[src/rtl/instruction_fetch.sv]
// Program sequencer: holds the PC, fetches from a synchronous program ROM and
// latches the instruction register, presenting opcode/operand to the decoder.
// Each instruction walks FETCH -> LOAD -> EXEC and leaves EXEC on exec_done.
module instruction_fetch #(
  parameter int unsigned OPCODE_BITS = 4,
  parameter int unsigned ADDR_BITS   = 4,
  localparam int unsigned INSTR_BITS = OPCODE_BITS + ADDR_BITS
) (
  input  logic                   clk,
  input  logic                   rst,
  input  logic                   enable,
  output logic [ADDR_BITS-1:0]   rom_addr,
  input  logic [INSTR_BITS-1:0]  rom_data,
  input  logic                   jump,
  input  logic                   jump_cond,
  input  logic                   zero_flag,
  input  logic                   exec_done,
  output logic [OPCODE_BITS-1:0] opcode,
  output logic [ADDR_BITS-1:0]   operand,
  output logic                   instr_valid,
  output logic [ADDR_BITS-1:0]   pc
);

  localparam logic [1:0] StFetch = 2'd0;
  localparam logic [1:0] StLoad  = 2'd1;
  localparam logic [1:0] StExec  = 2'd2;

  logic [1:0]            state_q, state_d;
  logic [ADDR_BITS-1:0]  pc_q, pc_d;
  logic [INSTR_BITS-1:0] ir_q, ir_d;
  logic                  take_branch;

  assign take_branch = jump || (jump_cond && zero_flag);

  // Next-state, IR capture and next-PC selection.
  always_comb begin
    state_d = state_q;
    pc_d    = pc_q;
    ir_d    = ir_q;
    case (state_q)
      StFetch: state_d = StLoad;
      StLoad: begin
        ir_d    = rom_data;
        state_d = StExec;
      end
      StExec: begin
        if (exec_done) begin
          state_d = StFetch;
          // PC wraps naturally at 2**ADDR_BITS.
          pc_d    = take_branch ? ir_q[ADDR_BITS-1:0] : pc_q + ADDR_BITS'(1);
        end
      end
      default: state_d = StFetch;
    endcase
  end

  // State registers; reset wins over enable, enable=0 freezes everything.
  always_ff @(posedge clk) begin
    if (rst) begin
      state_q <= StFetch;
      pc_q    <= '0;
      ir_q    <= '0;
    end else if (enable) begin
      state_q <= state_d;
      pc_q    <= pc_d;
      ir_q    <= ir_d;
    end
  end

  assign rom_addr    = pc_q;
  assign pc          = pc_q;
  assign opcode      = ir_q[INSTR_BITS-1 -: OPCODE_BITS];
  assign operand     = ir_q[ADDR_BITS-1:0];
  assign instr_valid = (state_q == StExec);

endmodule

[config.mk]
export PLATFORM = sky130hd
export DESIGN_NAME = instruction_fetch
export DESIGN_NICKNAME = d
export VERILOG_FILES = /design/src/rtl/instruction_fetch.sv
export SDC_FILE = /design/constraint.sdc
export NUM_CORES = 1
export LEC_CHECK = 0
export CAP_MARGIN = 25
export CORE_UTILIZATION = 35
export CTS_CLUSTER_SIZE = 40
export DETAILED_ROUTE_END_ITERATION = 10
export PLACE_DENSITY = 0.76
export SLEW_MARGIN = 20
export SYNTH_ARGS = -nofsm -noshare
export SYNTH_HDL_FRONTEND = slang
export SYNTH_SLANG_ARGS = --single-unit
[constraint.sdc]
create_clock -name clk -period 1.4 [get_ports clk]
set_input_delay 0.14 -clock clk [delete_from_list [all_inputs] [get_ports clk]]
set_output_delay 0.14 -clock clk [all_outputs]
set_load 0.02 [all_outputs]
; ---- Yosys cells after proc, flatten, opt, wreduce, memory -nomap -nowiden
; Index checks and enable logic that the tools add are counted.
[op_classes]
addsub = 1
n_eq_ne = 3
mux = 3
n_reduce_logical = 6
[ops]
columns = operator, count
row1 = $pmux 2 s3, 1
row2 = $add 4x1->4 const B, 1
row3 = $mux 4, 1
row4 = $reduce_and 2->1, 2
row5 = $reduce_and 3->1, 1
row6 = $eq 2x1->1 const B, 1
row7 = $eq 2x2->1 const B, 1
row8 = $logic_not 2->1, 1
row9 = $mux 2, 1
row10 = $ne 2x2->1 const B, 1
row11 = $logic_and 1x1->1, 1
row12 = $logic_or 1x1->1, 1
[totals]
reg_bits = 14
inputBits = 15
out_inout_bits = 17
wordCells = 16

; ---- Logic depth before layout (Yosys ltp)
[depth]
ltp_word = 3
depth_mapped = 4
depth_no_buf = 4

; ---- Worst setup path before layout
; OpenSTA, ideal clock, no wires.
[synth_path]
kind = flip-flop to flip-flop
start = register pc_q[0], in the netlist pc[0]
end = register pc_q[2], in the netlist pc[2]
setup_time_ns = 0.092
arrival_time_ns = 1.061
required_time_ns = 1.308
setup_slack_ns = 0.246
stages_incl_launch_ff = 5
path_buffers = 0
period_less_slack_ns = 1.154
path_cell_list = dfxtp_1 > ha_1 > nor2b_1 > mux2i_1 > o32ai_1
[synth_between]
elab_chain_cells = 2
[synth_rtl]
columns = element, line
row1 = from (decl), 29  ; logic [ADDR_BITS-1:0] pc_q, pc_d;
row2 = from (signal assigned), 65  ; pc_q <= pc_d;
row3 = $add 4x1->4, 50  ; pc_d = take_branch ? ir_q[ADDR_BITS-1:0] : pc_q + ADDR_BITS'(1);
row4 = $mux 4, 50
; No other way between the ends.
; A chain may end at the register's enable or synchronous reset.

; ---- Worst setup path after layout
[layout_path]
start = register state_q[0]
end = output port instr_valid
[layout_between]
elab_chain_cells = 1
[layout_rtl]
columns = element, line
row1 = from (decl), 28  ; logic [1:0] state_q, state_d;
row2 = from (signal assigned), 60  ; state_q <= StFetch;
row3 = from (signal assigned), 64  ; state_q <= state_d;
row4 = $eq 2x2->1, 74  ; assign instr_valid = (state_q == StExec);
row5 = to (decl), 20  ; output logic instr_valid,
; No other way between the ends.

==> flow_summary.ini <==
[power_and_ir_drop]
pwr-share-comb_pct = 16.6
peakVddDrop_uv = 364
power_density_nw_per_um2 = 841
p_sw_uw = 212
p_seq_share_pct = 48.9
intPower_uw = 651
power.share.clock_pct = 34.4
switching_share_pct = 24.6
p_leak_uw = 0.000560

[floorplan]
coreArea_sq_um = 1750
start_util_pct = 37.9
die-area_sq_um = 2070
rows = 15
die-height_um = 45.5
dieWidth_um = 45.5
io_pins = 32

[sta]
fin_worst_skew_ns = 0.00322
timing.fmax_mhz = 797
setup_viol = 0
tightest_slew_ns = 0.306
holdWs_ns = 0.457
setup_tns_ns = 0
rsz0062_at_grt = false
finalCriticalPeriod_ns = 1.25
drv_slew = 0
relSlewSlack_pct = 79.6
hold_viol_final = 0
fin_crit_sh_pct = 89.6

[route]
drt_wl_total_um = 1590
ant_nets = 0
dr.pass1.iters = 4
first_iter_violations = 4
routed-via-count = 617
via_per_inst = 4.82
routedWlPerCell_um = 12.4
drc = 0

[yosys]
yosysWarnings = 0
netlist_instances = 69
yosys.area.top_type_share_pct = 42.3
synthesis.area_sq_um = 662
ys_types = 25
synth.avg_cell_area_sq_um = 9.59
synthTopCellsByArea = dfxtp_1 42%, mux2i_1 14%, buf_4 5.7%, nor2_1 5.7%, nand4b_4 3.6%
yosys_register_bits = 14
yosysTopAreaCell = dfxtp_1
synth.yosys.seq_area_share_pct = 42.3
synth_nets = 85

[final_layout]
drive_above_1_share_pct = 10.7
layout.area.seq_sq_um = 280
layout_common_cells = 14 x clkdlybuf4s50_1, 14 x dfxtp_1, 14 x dlygate4sd2_1
syn_to_final_growth_pct = 55.0
num_antenna_cells = 0
nets = 120
nFillCells = 172
multi_input_area_sq_um = 337

[global_routing]
grt_max_degree = 10
grt_first_pass_wirelength_um = 2610
grt_remaining_overflow = 0
track_usage_pct = 18.7
antenna_found_initial = 0
grt_pass1_vias = 579

[clock_network]
clkSlewWorstSetupHoldPaths_ns = 0.09
cts-hold-fix-buffers = 0
ctsResizeCount = 14
cts_max_path_buffers = 2
cts_tree = built
cts-root-buf = clkbuf_4
clk_latency_ns = 0.28
cts_buffers = 3
cts_setup_buffers = 0
clock-sinks = 14
htreeDepth = 1

[worst_setup_path]
end_kind = output pin
reg2reg_from = state_q[0]$_SDFFE_PP0P_
slowest_stage = dfxtp_1
critical_path.cell_chain = nor2b_1 > dlygate4sd2_1
critPathBufInv = 1
worstPathRequired_ns = 1.26
path_class = flop to output pin
start_kind = flop
slowest_delay_ns = 0.44
path_delay_family = flip-flops
worstPathMaxFanout = 7
arrival_ns = 1.11
cp-startpoint = state_q[0]$_SDFFE_PP0P_

[place]
io_buffer_count = 31
hpwlAfterDp_um = 1120
gp_congestion = 0.840

[min_path]
hold_start = rom_data[7]
hold_class = primary input to flop

[job]
maxCapViolCount = 0

[status]
status = finished, final reports clean
through the flow:
stage / worst slack [ns] / power (uW) / instances / util (%) / instance area [sq um]
after global placement: 0.0235 / 579 / 124 / 57.3 / 1000
after global routing: 0.0799 / 902 / 128 / 58.8 / 1030
after CTS: 0.00928 / 880 / 128 / 58.4 / 1020
final: 0.145 / 863 / 128 / 58.8 / 1030
after floorplan: 0.246 / 497 / 69 / - / 662
after detailed placement: 0.000871 / 581 / 124 / 57.3 / 1000
registers in the layout, summed over array words and instances (netlist names):
register / flops
ir_q: 8
state_q: 2
pc: 4
worst reg2reg max path: cells and delay by family (launching register included):
family             cells  cell delay, ns
AOI/OAI and AO/OA      1            0.20
DFF                    1            0.38
and+or+nand+nor        2            0.55
worst paths after layout:
kind                                to  slack [ns]  cells after the start
setup reg to reg    pc[0]$_SDFFE_PP0P_        0.20                      3
hold / removal    ir_q[7]$_SDFFE_PP0P_        0.46                      3
setup / recovery           instr_valid        0.15                      2
hold reg to reg   ir_q[7]$_SDFFE_PP0P_        0.51                      2
Yosys cell counts, drive strengths merged:
master and count:
a211o 1, buf 5, a311oi 1, nand3 2
nor2b 2, a21oi 4, dfxtp 14, o21ai 1
nor3b 1, nand2b 2, nand3b 1, or3 1
o32ai 2, inv 1, nand2 4, mux2i 9
o21a 1, a21o 1, clkbuf 1, and4b 1
a2bb2oi 1, a31oi 1, ha 1, nor2 10
nand4b 1
per-layer routing:
layer	GRT usage [%]	wire length [um]	part of all wire, %	vias to the layer above
li1	-	-	-	310
met1	20.0	633	40	273
met2	32.0	813	51	28
met3	2.38	88	5.5	6
met4	16.4	57	3.6	0
met5	0	0	0	-
power groups by stage:
| stage | Sequential (uW) | Clock, uW | Combinational [uW] |
|---|---|---|---|
| 6_report | 422 | 297 | 143 |
| 5_1_grt | 425 | 322 | 155 |
| 4_1_cts | 423 | 313 | 145 |
| 3_5_place_dp | 432 | 0 | 149 |
| 3_3_place_gp | 432 | 0 | 147 |
| 2_1_floorplan | 443 | 0 | 53.4 |
logic make-up after synthesis:
| logic type | Yosys count | share of synthesized area [%] |
|---|---|---|
| AND/OR/NAND/NOR | 25 | 21.7 |
| flip-flops | 14 | 42.3 |
| AO/OA/AOI/OAI | 13 | 13.6 |
| multiplexers | 9 | 13.6 |
| buffers and inverters | 7 | 6.80 |
| adder cells (fa/ha/maj) | 1 | 1.89 |
layout make-up:
| cell class | instances | area share (%) |
|---|---|---|
| clock buffers | 4 | 3.54 |
| inverters | 1 | 0.366 |
| multi-input cells | 48 | 32.8 |
| flip-flops and latches | 14 | 27.3 |
| well taps | 25 | 3.05 |
| repair buffers | 36 | 32.9 |
No activity file was read; power rests on OpenSTA's default activity.
